### config.mk
export PLATFORM = sky130hd
export DESIGN_NAME = imem_load_ctrl_flat
export DESIGN_NICKNAME = d
export VERILOG_FILES = /design/src/rtl/imem_load_ctrl_if.sv /design/src/rtl/imem_load_ctrl.sv /design/src/flat_wrapper.sv
export SDC_FILE = /design/constraint.sdc
export NUM_CORES = 1
export LEC_CHECK = 0
export BUFFER_PORTS_ARGS = -buffer_cell sky130_fd_sc_hd__clkbuf_2
export CORE_AREA = 10 10 92 110
export CTS_CLUSTER_DIAMETER = 100
export CTS_CLUSTER_SIZE = 12
export DETAILED_ROUTE_END_ITERATION = 12
export DIE_AREA = 0 0 102 120
export PLACE_DENSITY = 0.79
export SKIP_LAST_GASP = 1
export SLEW_MARGIN = 20
export SYNTH_ARGS = -nofsm -noshare
export SYNTH_HDL_FRONTEND = slang
export SYNTH_SLANG_ARGS = --single-unit
### constraint.sdc
create_clock -name clk -period 2.1 [get_ports clk]
set_clock_uncertainty 0.1 [all_clocks]
set_input_delay 0.21 -clock clk [delete_from_list [all_inputs] [get_ports clk]]
set_output_delay 0.21 -clock clk [all_outputs]
set_load 0.05 [all_outputs]
### src/rtl/imem_load_ctrl_if.sv
// Loader-stream, memory-write and core-control signals of the instruction-memory load controller.
// The controller uses the master modport; the loader/memory/core side uses slave.
interface imem_load_ctrl_if;
    logic        load_req;
    logic        ld_valid;
    logic [31:0] ld_data;
    logic        ld_last;
    logic        ld_ready;
    logic        mem_we;
    logic [31:0] mem_addr;
    logic [7:0]  mem_wdata;
    logic        core_stall;
    logic        pc_restart;
    logic        load_done;
    logic        load_err;

    modport master (
        input  load_req, ld_valid, ld_data, ld_last,
        output ld_ready, mem_we, mem_addr, mem_wdata,
        output core_stall, pc_restart, load_done, load_err
    );

    modport slave (
        output load_req, ld_valid, ld_data, ld_last,
        input  ld_ready, mem_we, mem_addr, mem_wdata,
        input  core_stall, pc_restart, load_done, load_err
    );
endinterface

### src/rtl/imem_load_ctrl.sv
// Serialises loader words into little-endian byte writes to the instruction memory,
// stalling the core for the whole load and releasing it with a PC-restart pulse.
module imem_load_ctrl #(
    parameter logic [31:0] BASE_ADDR   = 32'h1000,
    parameter int unsigned DEPTH_BYTES = 1024
) (
    input logic             clk,
    input logic             rst_n,
    imem_load_ctrl_if.master bus
);
    localparam int unsigned PW = $clog2(DEPTH_BYTES) + 1;
    localparam logic [PW-1:0] PtrEnd = PW'(DEPTH_BYTES);

    typedef enum logic [1:0] {StRun, StWaitWord, StWrite, StDone} state_e;

    state_e          state_q;
    logic [PW-1:0]   ptr_q;
    logic [PW-1:0]   ptr_inc;
    logic [1:0]      byte_cnt_q;
    logic [1:0]      byte_inc;
    logic [31:0]     word_q;
    logic            last_q;
    logic            ld_ready_q;
    logic            mem_we_q;
    logic [31:0]     mem_addr_q;
    logic [7:0]      mem_wdata_q;
    logic            core_stall_q;
    logic            pc_restart_q;
    logic            load_done_q;
    logic            load_err_q;

    always_comb begin
        ptr_inc  = ptr_q + PW'(1);
        byte_inc = byte_cnt_q + 2'd1;
    end

    // Outputs are registered alongside the state so each one is a clean decode of it.
    always_ff @(posedge clk or negedge rst_n) begin
        if (!rst_n) begin
            state_q      <= StRun;
            ptr_q        <= '0;
            byte_cnt_q   <= '0;
            word_q       <= '0;
            last_q       <= 1'b0;
            ld_ready_q   <= 1'b0;
            mem_we_q     <= 1'b0;
            mem_addr_q   <= '0;
            mem_wdata_q  <= '0;
            core_stall_q <= 1'b0;
            pc_restart_q <= 1'b0;
            load_done_q  <= 1'b0;
            load_err_q   <= 1'b0;
        end else begin
            pc_restart_q <= 1'b0;
            load_done_q  <= 1'b0;
            unique case (state_q)
                StRun: begin
                    if (bus.load_req) begin
                        state_q      <= StWaitWord;
                        ptr_q        <= '0;
                        load_err_q   <= 1'b0;
                        ld_ready_q   <= 1'b1;
                        core_stall_q <= 1'b1;
                    end
                end
                StWaitWord: begin
                    if (bus.ld_valid && ld_ready_q) begin
                        state_q     <= StWrite;
                        word_q      <= bus.ld_data;
                        last_q      <= bus.ld_last;
                        byte_cnt_q  <= '0;
                        ld_ready_q  <= 1'b0;
                        mem_we_q    <= 1'b1;
                        mem_addr_q  <= BASE_ADDR + 32'(ptr_q);
                        mem_wdata_q <= bus.ld_data[7:0];
                    end
                end
                StWrite: begin
                    ptr_q      <= ptr_inc;
                    byte_cnt_q <= byte_inc;
                    if (byte_cnt_q == 2'd3) begin
                        mem_we_q    <= 1'b0;
                        mem_addr_q  <= '0;
                        mem_wdata_q <= '0;
                        if (last_q) begin
                            state_q      <= StDone;
                            load_done_q  <= 1'b1;
                            pc_restart_q <= 1'b1;
                        end else if (ptr_inc == PtrEnd) begin
                            // Memory full without a last word: finish and flag the overflow.
                            state_q      <= StDone;
                            load_err_q   <= 1'b1;
                            load_done_q  <= 1'b1;
                            pc_restart_q <= 1'b1;
                        end else begin
                            state_q    <= StWaitWord;
                            ld_ready_q <= 1'b1;
                        end
                    end else begin
                        mem_addr_q  <= BASE_ADDR + 32'(ptr_inc);
                        mem_wdata_q <= word_q[{byte_inc, 3'b000} +: 8];
                    end
                end
                StDone: begin
                    state_q      <= StRun;
                    core_stall_q <= 1'b0;
                end
                default: state_q <= StRun;
            endcase
        end
    end

    assign bus.ld_ready   = ld_ready_q;
    assign bus.mem_we     = mem_we_q;
    assign bus.mem_addr   = mem_addr_q;
    assign bus.mem_wdata  = mem_wdata_q;
    assign bus.core_stall = core_stall_q;
    assign bus.pc_restart = pc_restart_q;
    assign bus.load_done  = load_done_q;
    assign bus.load_err   = load_err_q;
endmodule

### src/flat_wrapper.sv
// flat-port wrapper written by rule: the top's interface ports become plain ports
module imem_load_ctrl_flat 
#(
    parameter logic [31:0] BASE_ADDR   = 32'h1000,
    parameter int unsigned DEPTH_BYTES = 1024
)
  (clk, rst_n, bus_load_req, bus_ld_valid, bus_ld_data, bus_ld_last, bus_ld_ready, bus_mem_we, bus_mem_addr, bus_mem_wdata, bus_core_stall, bus_pc_restart, bus_load_done, bus_load_err);
  imem_load_ctrl_if bus_i ();
  input logic clk;
  input logic rst_n;
  input wire logic [$bits(bus_i.load_req)-1:0] bus_load_req;
  input wire logic [$bits(bus_i.ld_valid)-1:0] bus_ld_valid;
  input wire logic [$bits(bus_i.ld_data)-1:0] bus_ld_data;
  input wire logic [$bits(bus_i.ld_last)-1:0] bus_ld_last;
  output wire logic [$bits(bus_i.ld_ready)-1:0] bus_ld_ready;
  output wire logic [$bits(bus_i.mem_we)-1:0] bus_mem_we;
  output wire logic [$bits(bus_i.mem_addr)-1:0] bus_mem_addr;
  output wire logic [$bits(bus_i.mem_wdata)-1:0] bus_mem_wdata;
  output wire logic [$bits(bus_i.core_stall)-1:0] bus_core_stall;
  output wire logic [$bits(bus_i.pc_restart)-1:0] bus_pc_restart;
  output wire logic [$bits(bus_i.load_done)-1:0] bus_load_done;
  output wire logic [$bits(bus_i.load_err)-1:0] bus_load_err;
  assign bus_i.load_req = bus_load_req;
  assign bus_i.ld_valid = bus_ld_valid;
  assign bus_i.ld_data = bus_ld_data;
  assign bus_i.ld_last = bus_ld_last;
  assign bus_ld_ready = bus_i.ld_ready;
  assign bus_mem_we = bus_i.mem_we;
  assign bus_mem_addr = bus_i.mem_addr;
  assign bus_mem_wdata = bus_i.mem_wdata;
  assign bus_core_stall = bus_i.core_stall;
  assign bus_pc_restart = bus_i.pc_restart;
  assign bus_load_done = bus_i.load_done;
  assign bus_load_err = bus_i.load_err;
  imem_load_ctrl #(.BASE_ADDR(BASE_ADDR), .DEPTH_BYTES(DEPTH_BYTES)) u_core (.clk(clk), .rst_n(rst_n), .bus(bus_i));
endmodule
* Word level (Yosys, flattened, before mapping) *
Cells that the tools add are included.

storage, ports and cells
  flip-flop bits (word level) = 93
  input bits = 37
  output and inout bits = 46
  word-level logic and storage cells = 77

operators by class
  add/sub/neg operators = 4
  equal/unequal tests = 11
  shift-type cells = 1
  multiplexer cells = 35
  reductions and logical operators = 14

operator list
  cell                    number
  $mux 32                 2
  $pmux 32 s2             1
  $shiftx 32x6->8         1
  $add 13x11->14 const A  2
  $pmux 11 s2             1
  $mux 8                  2
  $pmux 8 s2              1
  $mux 1                  15
  $mux 2                  6
  $add 11x1->11 const B   1
  $eq 11x11->1 const B    1
  $mux 11                 1
  $pmux 2 s4              1
  $reduce_and 2->1        4
  $eq 2x2->1 const B      3
  $ne 2x1->1 const B      3
  $ne 2x2->1 const B      3
  $pmux 1 s2              3
  $reduce_and 3->1        2
  $reduce_and 6->1        1
  $reduce_bool 2->1       3
  $reduce_and 5->1        1
  $pmux 2 s2              1
  $pmux 1 s3              1
  other kinds (5)         5

* Longest topological paths before layout *
Gate-level depths: netlist of run 1.

  depth after elaboration = 6
  gate-level depth with buffers = 9
  depth with buffers taken out = 8

* Worst setup path before layout of run 1 *
OpenSTA, ideal clock, no wires.

  path type = flip-flop to flip-flop
  start = reg u_core.ptr_q[0]
  end = reg u_core.ld_ready_q (netlist: u_core.bus.ld_ready)
  setup time = 0.079 ns
  arrival = 1.835 ns
  required time = 1.921 ns
  setup slack = 0.086 ns
  stages on the path, launching flop included = 8
  path buffers = 0
  clock period less this slack = 2.014 ns
  cells stage by stage = dfrtp_1 > ha_1 > nand2_1 > or3_2 > nand4_1 > nor4_4 > o21ai_2 > mux2i_1

between the ends
  longest elaborated chain between the ends = 4

ends and longest elaborated chain
  what                        RTL line              source
  from (decl)                 imem_load_ctrl.sv:17  logic [PW-1:0] ptr_q;
  from (signal assigned)      imem_load_ctrl.sv:79  ptr_q <= ptr_inc;
  $add 11x1->11               imem_load_ctrl.sv:33  ptr_inc = ptr_q + PW'(1);
  $eq 11x11->1                imem_load_ctrl.sv:89  end else if (ptr_inc == PtrEnd) begin
  $ne 2x2->1 (no line)        n/a
  $reduce_and 6->1 (no line)  n/a
  to (signal assigned)        imem_load_ctrl.sv:45  ld_ready_q <= 1'b0;
  to (signal assigned)        imem_load_ctrl.sv:62  ld_ready_q <= 1'b1;
  to (signal assigned)        imem_load_ctrl.sv:97  ld_ready_q <= 1'b1;
  to (decl)                   imem_load_ctrl.sv:23  logic ld_ready_q;

No other way between the ends.
A chain may end at the register's enable or synchronous reset.

* Worst setup path after layout of run 1 *
  start = reg u_core.ptr_q[1]
  end = reg u_core.ld_ready_q (netlist: u_core.bus.ld_ready)

Same word-level chain as after synthesis.

==> flow_metrics.py, run 1 <==
metrics = {
    "sta": {
        "drv_slew": 0,
        "setup_viol": 0,
        "max_slew_margin_pct": 62.6,
        "timing.fmax_mhz": 491,
        "period_share_pct": 97.0,
        "worst_slew_pin_slew_ps": 561,
        "finalCriticalPeriod_ps": 2040,
        "timing.final.ws_setup_ps": 63.5,
        "hold_viol_final": 0,
    },
    "setup_path": {
        "crit_type": "flop to flop",
        "crit_path_start_kind": "flop",
        "rr_startpoint": "u_core.ptr_q[1]",
        "worstPathArrival_ps": 2180,
        "slowest_stage": "dfrtp_1",
        "crit_family": "simple AND/OR/NAND/NOR gates",
        "r2r_cells": 9,
        "crit_chain": "ha_4 > buf_6 > and2_4 > nand2_4 > o22a_1 > nor4_4 > buf_4 > o21ai_2 > mux2i_1",
        "cp_max_fo": 4,
        "rr_endpoint": "u_core.bus.ld_ready",
        "rrSetupSlack_ps": 60,
        "max_stage_delay_ps": 440,
        "worstPathRequired_ps": 2240,
        "worstPathBufferInverterCount": 2,
        "critPathCaptureType": "flop",
    },
    "pwr": {
        "ir_drop_v": 0.000954,
        "leakagePower_nw": 2.21,
        "power_density_nw_per_um2": 1480,
        "finalPower_mw": 7.15,
    },
    "yosys": {
        "synth_seq_area_share_pct": 48.4,
        "synth_top_area_share_pct": 48.4,
        "netlist_instances": 347,
        "synthArstFlopShare_pct": 100,
        "ys_types": 45,
        "syn_area_um2": 3770,
        "synth_edf_count": 0,
        "avgSynthCellArea_um2": 10.9,
        "ys_seq_elements": 73,
        "yosysTopAreaCell": "dfrtp_1",
        "yosysWarningCount": 0,
        "synthTopCellsByArea": "dfrtp_1 48%, mux2_2 10%, mux4_2 4.8%",
        "ys.flop_type": "dfrtp_1",
    },
    "cts": {
        "numCtsBuffers": 9,
        "cts_buffer_depth": 2,
        "insertion_delay_ps": 350,
        "cts-root-buf": "clkbuf_8",
        "cts_tree": "yes",
        "htree_levels": 3,
        "clk_pin_slew_ps": 80,
        "cts.sinks": 73,
    },
    "routing": {
        "drtIter0Drc": 158,
        "antenna_left": 0,
        "drc": 0,
        "wire_per_inst_um": 17.2,
        "drtPass1Iterations": 4,
        "route.vias.total": 2983,
        "routed_wl_um": 9530,
        "vias_per_cell": 5.39,
    },
    "worst_hold_path": {
        "worstHoldPathType": "input pin to flop",
        "holdCritStartpoint": "bus_ld_data[25]",
        "min_path_cells": 2,
        "hold_path_end": "u_core.word_q[25]",
    },
    "final_layout": {
        "drive_above_1_share_pct": 38.0,
        "multi_input_area_um2": 1800,
        "final_util_pct": 60.1,
        "layout.nets": 497,
        "area_growth_pct": 27.8,
        "nFillCells": 638,
        "antennaDiodeCount": 0,
        "ff_latch_area_um2": 1830,
    },
    "run": {
        "drv_cap": 0,
    },
    "place": {
        "io_buffers": 62,
        "dp_slack_ps": 70.0,
        "hpwl_um": 6540,
        "globalplace.congestion": 0.910,
    },
    "die": {
        "die_h_um": 120,
        "core.rowCount": 36,
        "fp.dieW_um": 102,
        "start_util_pct": 47.1,
        "die_area_um2": 12200,
        "num_io_pins": 83,
        "core_um2": 8020,
    },
    "global_routing": {
        "grt_pass1_wl_um": 15300,
        "first_global_vias": 3194,
        "gr-total-overflow": 0,
        "grt_max_degree": 34,
        "antenna_found_initial": 0,
        "globalRouteTotalUtil_pct": 15.5,
    },
    "run_status": {
        "status": "completed",
    },
}
## kinds of logic (layout without fill, tap and decap cells)
logic type,Yosys count,in the layout,share of synthesized area [%]
and+or+nand+nor,82,82,11.0
AOI/OAI and AO/OA,81,81,13.3
xor gates and xnor gates,4,4,0.929
other,1,20,0.0994
buffers and inverters,51,143,7.46
DFF,73,73,48.4
muxes,48,48,16.5
adders and majority gates,7,7,2.32
## sequential cells by signal, summed over array words and instances, names as in the netlist, 2 cells and up
signal and cells:
u_core.bus.mem_addr 12, u_core.state_q 2, u_core.bus.mem_wdata 8, u_core.ptr_q 11, u_core.byte_cnt_q 2, u_core.word_q 32
## area by class of cell
type | instances | area share, %
Timing Repair Buffer | 120 | 17.6
Inverter | 7 | 0.545
Clock buffer | 9 | 2.57
Multi-Input combinational cell | 242 | 37.3
Sequential cell | 73 | 37.9
Tap cell | 95 | 2.46
Clock inverter | 7 | 1.63
## layer usage
layer | routed length [µm] | GRT usage (%) | vias to the layer above | part of all wire, %
li1 | - | - | 1409 | -
met1 | 3660 | 16.7 | 1467 | 38
met2 | 5090 | 27.9 | 85 | 53
met3 | 607 | 4.82 | 22 | 6.4
met4 | 178 | 4.86 | 0 | 1.9
met5 | 0 | 0 | - | 0
## through the flow
step | cell area (µm²) | TNS [ps] | hold slack [ps] | std cells
after floorplan | 3840 | 0 | -186 | 366
after global placement | 4220 | 0 | 127 | 502
after detailed placement | 4220 | 0 | 130 | 502
after CTS | 4680 | 0 | 4.76 | 544
after global routing | 4820 | -65.8 | 2.56 | 553
final | 4820 | 0 | 9.94 | 553
## placed cells by master (no fill, tap or decap), types with 3 or more instances in the layout
cell and n:
a32o_1 3, mux4_2 8, buf_6 3, nand2_1 15
nor2_1 33, dfrtp_1 71, a21oi_1 32, a22oi_1 13
nand2b_1 4, clkbuf_8 9, clkbuf_2 61, nor3_1 7
nand3_1 7, ha_1 5, conb_1 20, clkinv_4 4
buf_4 27, o21ai_0 18, dlygate4sd3_1 26, mux2i_1 5
mux2_2 34, inv_1 6
## how the worst max path moves through the flow
stage | startpoint | to | slack (ps) | cells after the start
after floorplan | u_core.ptr_q[0] | u_core.bus.ld_ready | 90 | 7
after global placement | u_core.ptr_q[3] | u_core.state_q[1] | 130 | 6
after detailed placement | u_core.state_q[1] | u_core.bus.ld_ready | 70 | 8
after CTS | u_core.state_q[1] | u_core.bus.ld_ready | 60 | 8
after global routing | u_core.state_q[1] | u_core.bus.ld_ready | -50 | 8
final | u_core.ptr_q[1] | u_core.bus.ld_ready | 60 | 9
## cells in the mapped netlist (3+ instances only)
master    count
a21oi_1      32
a22oi_1      13
a32o_1        3
buf_2         3
buf_4        23
clkbuf_1     18
dfrtp_1      73
ha_1          7
inv_1         7
mux2_2       34
mux2i_1       6
mux4_2        8
nand2_1      16
nand2b_1      4
nand3_1       7
nor2_1       33
nor3_1        8
o21ai_0      19
## what timing repair did
item                                    CTS  global route
gates resized for setup                   0            19
hold endpoints to repair                 46             0
setup buffers                             0             9
endpoints found under the setup margin    0             5
hold buffers                             26             0
## report_power, final
group          switching (mW)  internal [mW]
logic                    2.20           1.43
registers               0.374           2.02
clock network           0.567          0.559
total                    3.14           4.01
Power figures use the tool's default switching activity.
==> run 2, diff against run 1 <==
--- a/config.mk
+++ b/config.mk
@@ -5,13 +5,14 @@
 export SDC_FILE = /design/constraint.sdc
 export NUM_CORES = 1
 export LEC_CHECK = 0
+export ABC_AREA = 1
 export BUFFER_PORTS_ARGS = -buffer_cell sky130_fd_sc_hd__clkbuf_2
-export CORE_AREA = 10 10 92 110
+export CORE_AREA = 10 10 91 109
 export CTS_CLUSTER_DIAMETER = 100
 export CTS_CLUSTER_SIZE = 12
 export DETAILED_ROUTE_END_ITERATION = 12
-export DIE_AREA = 0 0 102 120
-export PLACE_DENSITY = 0.79
+export DIE_AREA = 0 0 101 119
+export PLACE_DENSITY = 0.8
 export SKIP_LAST_GASP = 1
 export SLEW_MARGIN = 20
 export SYNTH_ARGS = -nofsm -noshare
==> run 2 against run 1 <==
Against the previous run:
- sequential share of layout area rose by 2.2 points
- largest power group unchanged
- worst hold slack got worse by 1.1 ps
- sequential power rose by 3%
- cell count rose by 20%
- synthesized cell count rose by 37%
- critical path depth fell by 2
- combinational power rose by 4%
- clock power fell by 12%
- largest cell class unchanged
- register-to-register slack improved by 130 ps
- die area fell by 1.8%
==> flow_metrics.py, run 2 <==
metrics = {
    "final_layout": {
        "final_common_cell": "nand2_1",
        "layout.nets": 608,
        "largest_register_ffs": 32,
        "antennaDiodeCount": 0,
        "area_growth_pct": 22.2,
        "drive_above_1_share_pct": 18.1,
        "regMostFlops": "u_core.word_q",
        "final_util_pct": 57.7,
        "final_cell_mix": "152 x nand2_1, 73 x dfrtp_1, 61 x clkbuf_2",
    },
    "yosys": {
        "netlist_instances": 474,
        "synth_seq_area_share_pct": 49.1,
        "synth.most_common_cell": "nand2_1",
        "yosysTopAreaCell": "dfrtp_1",
        "netlist_top_cells_count": "152 x nand2_1, 73 x dfrtp_1, 45 x o21ai_0, 39 x inv_1, 39 x nor2_1",
        "avgSynthCellArea_um2": 7.85,
        "yosysWarningCount": 0,
        "synthArstFlopShare_pct": 100,
        "ys_types": 29,
        "ys_seq_elements": 73,
        "synth_top_area_share_pct": 49.1,
        "synth_edf_count": 0,
        "ys.flop_type": "dfrtp_1",
        "syn_area_um2": 3720,
        "synthTopCellsByArea": "dfrtp_1 49%, nand2_1 15%, o21ai_0 6.1%",
    },
    "die": {
        "core_um2": 7880,
        "fp.dieW_um": 101,
        "die_h_um": 119,
        "core.rowCount": 36,
        "start_util_pct": 47.2,
        "num_io_pins": 83,
        "die_area_um2": 12000,
    },
    "cts": {
        "cts_resized": 0,
        "cts_tree": "yes",
        "clk_pin_slew_ps": 90,
        "insertion_delay_ps": 340,
        "cts.sinks": 73,
        "numCtsBuffers": 9,
        "cts_buffer_depth": 2,
        "cts-root-buf": "clkbuf_8",
        "htree_levels": 3,
    },
    "setup_path": {
        "slowest_stage": "dfrtp_1",
        "max_stage_delay_ps": 410,
        "cp_max_fo": 13,
        "r2r_cells": 7,
        "crit_chain": "inv_1 > ha_1 > inv_1 > buf_4 > nor2_1 > inv_1 > o21ai_0",
        "critical_path.most_common_cell": "inv_1",
        "worstPathBufferInverterCount": 4,
        "crit_family": "buffers and inverters",
        "crit_type": "flop to flop",
        "worstPathArrival_ps": 2060,
        "rr_endpoint": "u_core.ptr_q[5]",
        "crit_path_start_kind": "flop",
        "worstPathRequired_ps": 2250,
        "rr_startpoint": "u_core.state_q[0]",
        "rrSetupSlack_ps": 190,
        "critPathCaptureType": "flop",
    },
    "worst_hold_path": {
        "holdCritStartpoint": "bus_ld_data[29]",
        "worstHoldPathType": "input pin to flop",
        "min_path_cells": 3,
        "hold_path_end": "u_core.word_q[29]",
    },
    "sta": {
        "hold_viol_final": 0,
        "timing.fmax_mhz": 524,
        "period_share_pct": 90.9,
        "fin_tns_setup_ps": 0,
        "finalCriticalPeriod_ps": 1910,
        "drv_slew": 0,
        "whs_ps": 8.85,
        "rsz0062_at_grt": "no",
        "setup_viol": 0,
        "timing.final.ws_setup_ps": 190,
    },
    "routing": {
        "drtIter0Drc": 155,
        "drtPass1Iterations": 4,
        "routed_wl_um": 9500,
        "wire_per_inst_um": 14.3,
        "vias_per_cell": 5.04,
        "antenna_left": 0,
        "route.vias.total": 3347,
        "drc": 0,
    },
    "global_routing": {
        "gr-total-overflow": 0,
        "globalRouteTotalUtil_pct": 15.9,
        "antenna_found_initial": 0,
        "grt_pass1_wl_um": 15900,
        "grt_max_degree": 74,
        "met3_usage_pct": 4.40,
        "grt_busiest_layer": "met2",
        "grt_use_met1_pct": 19.1,
        "gr-usage-met2_pct": 27.1,
        "first_global_vias": 3410,
    },
    "place": {
        "hpwl_um": 6700,
        "dp_slack_ps": 215,
        "globalplace.congestion": 0.899,
        "io_buffers": 62,
    },
    "pwr": {
        "leakagePower_nw": 2.28,
        "ir_drop_v": 0.000817,
        "finalPower_mw": 7.24,
        "power_density_nw_per_um2": 1590,
    },
    "run": {
        "drv_cap": 0,
    },
    "run_status": {
        "status": "completed",
    },
}
run 2: cell count changes in the layout (fill, tap and decap cells not counted), sizes merged, moves of 5 or more:
cell	delta
buf	-21
nor2	+9
a31oi	+16
nand3	+11
nor3	-7
mux2i	-6
inv	+32
o22ai	+5
mux2	-34
nand2	+140
a21oi	-19
mux4	-8
o21ai	+25
a22oi	-10
run 2: kinds of logic (layout without fill, tap and decap cells):
| family | after synthesis | in the layout | synth area share [%] |
|---|---|---|---|
| AO/OA/AOI/OAI | 89 | 89 | 13.4 |
| XOR/XNOR | 1 | 1 | 0.235 |
| adder cells (fa/ha/maj) | 7 | 7 | 2.35 |
| buffers and inverters | 82 | 158 | 10.6 |
| flip-flops | 73 | 73 | 49.1 |
| other | 1 | 20 | 0.101 |
| AND/OR/NAND/NOR | 221 | 221 | 24.2 |
run 2: layer usage:
| metal | vias to the layer above | wire, µm |
|---|---|---|
| li1 | 1660 | - |
| met1 | 1582 | 4020 |
| met2 | 98 | 4800 |
| met3 | 7 | 614 |
| met4 | 0 | 66 |
| met5 | - | 0 |
run 2: area by class of cell:
type	instances	area, µm²
fill	738	3340
sequential	73	1830
multi-input combinational	338	1580
timing repair buffer	101	698
inverter	41	154
clock buffer	11	141
tap	95	119
clock inverter	5	31.3
run 2: repair_timing:
action,4_1_cts,5_1_grt
hold buffers,28,0
setup buffers,0,0
hold endpoints to repair,100,0
run 2: where the power goes:
group          internal, mW  total, mW  switching, mW
sequential             2.05       2.46          0.409
combinational          1.14       3.79           2.65
clock                 0.458      0.996          0.538
run 2: worst max path at each step:
stage	cells past startpoint	from	slack, ps	end
after floorplan	6	u_core.bus.ld_ready	290	u_core.last_q
after global placement	7	u_core.state_q[0]	260	u_core.ptr_q[5]
after detailed placement	10	u_core.ptr_q[1]	220	u_core.bus.ld_ready
after CTS	10	u_core.ptr_q[1]	200	u_core.bus.ld_ready
after global routing	11	u_core.ptr_q[1]	4	u_core.state_q[1]
final	7	u_core.state_q[0]	190	u_core.ptr_q[5]
run 2: worst register-to-register path: stages, from the launching register on:
cell and delay, ps:
dfrtp_1 410, inv_1 140, ha_1 190, inv_1 110, buf_4 210, nor2_1 300, inv_1 180, o21ai_0 200
run 2: stage by stage:
step | cell area [µm²] | instances
4_1_cts | 4550 | 664
3_5_place_dp | 4090 | 620
5_1_grt | 4550 | 664
2_1_floorplan | 3790 | 493
6_report | 4550 | 664
3_3_place_gp | 4090 | 620
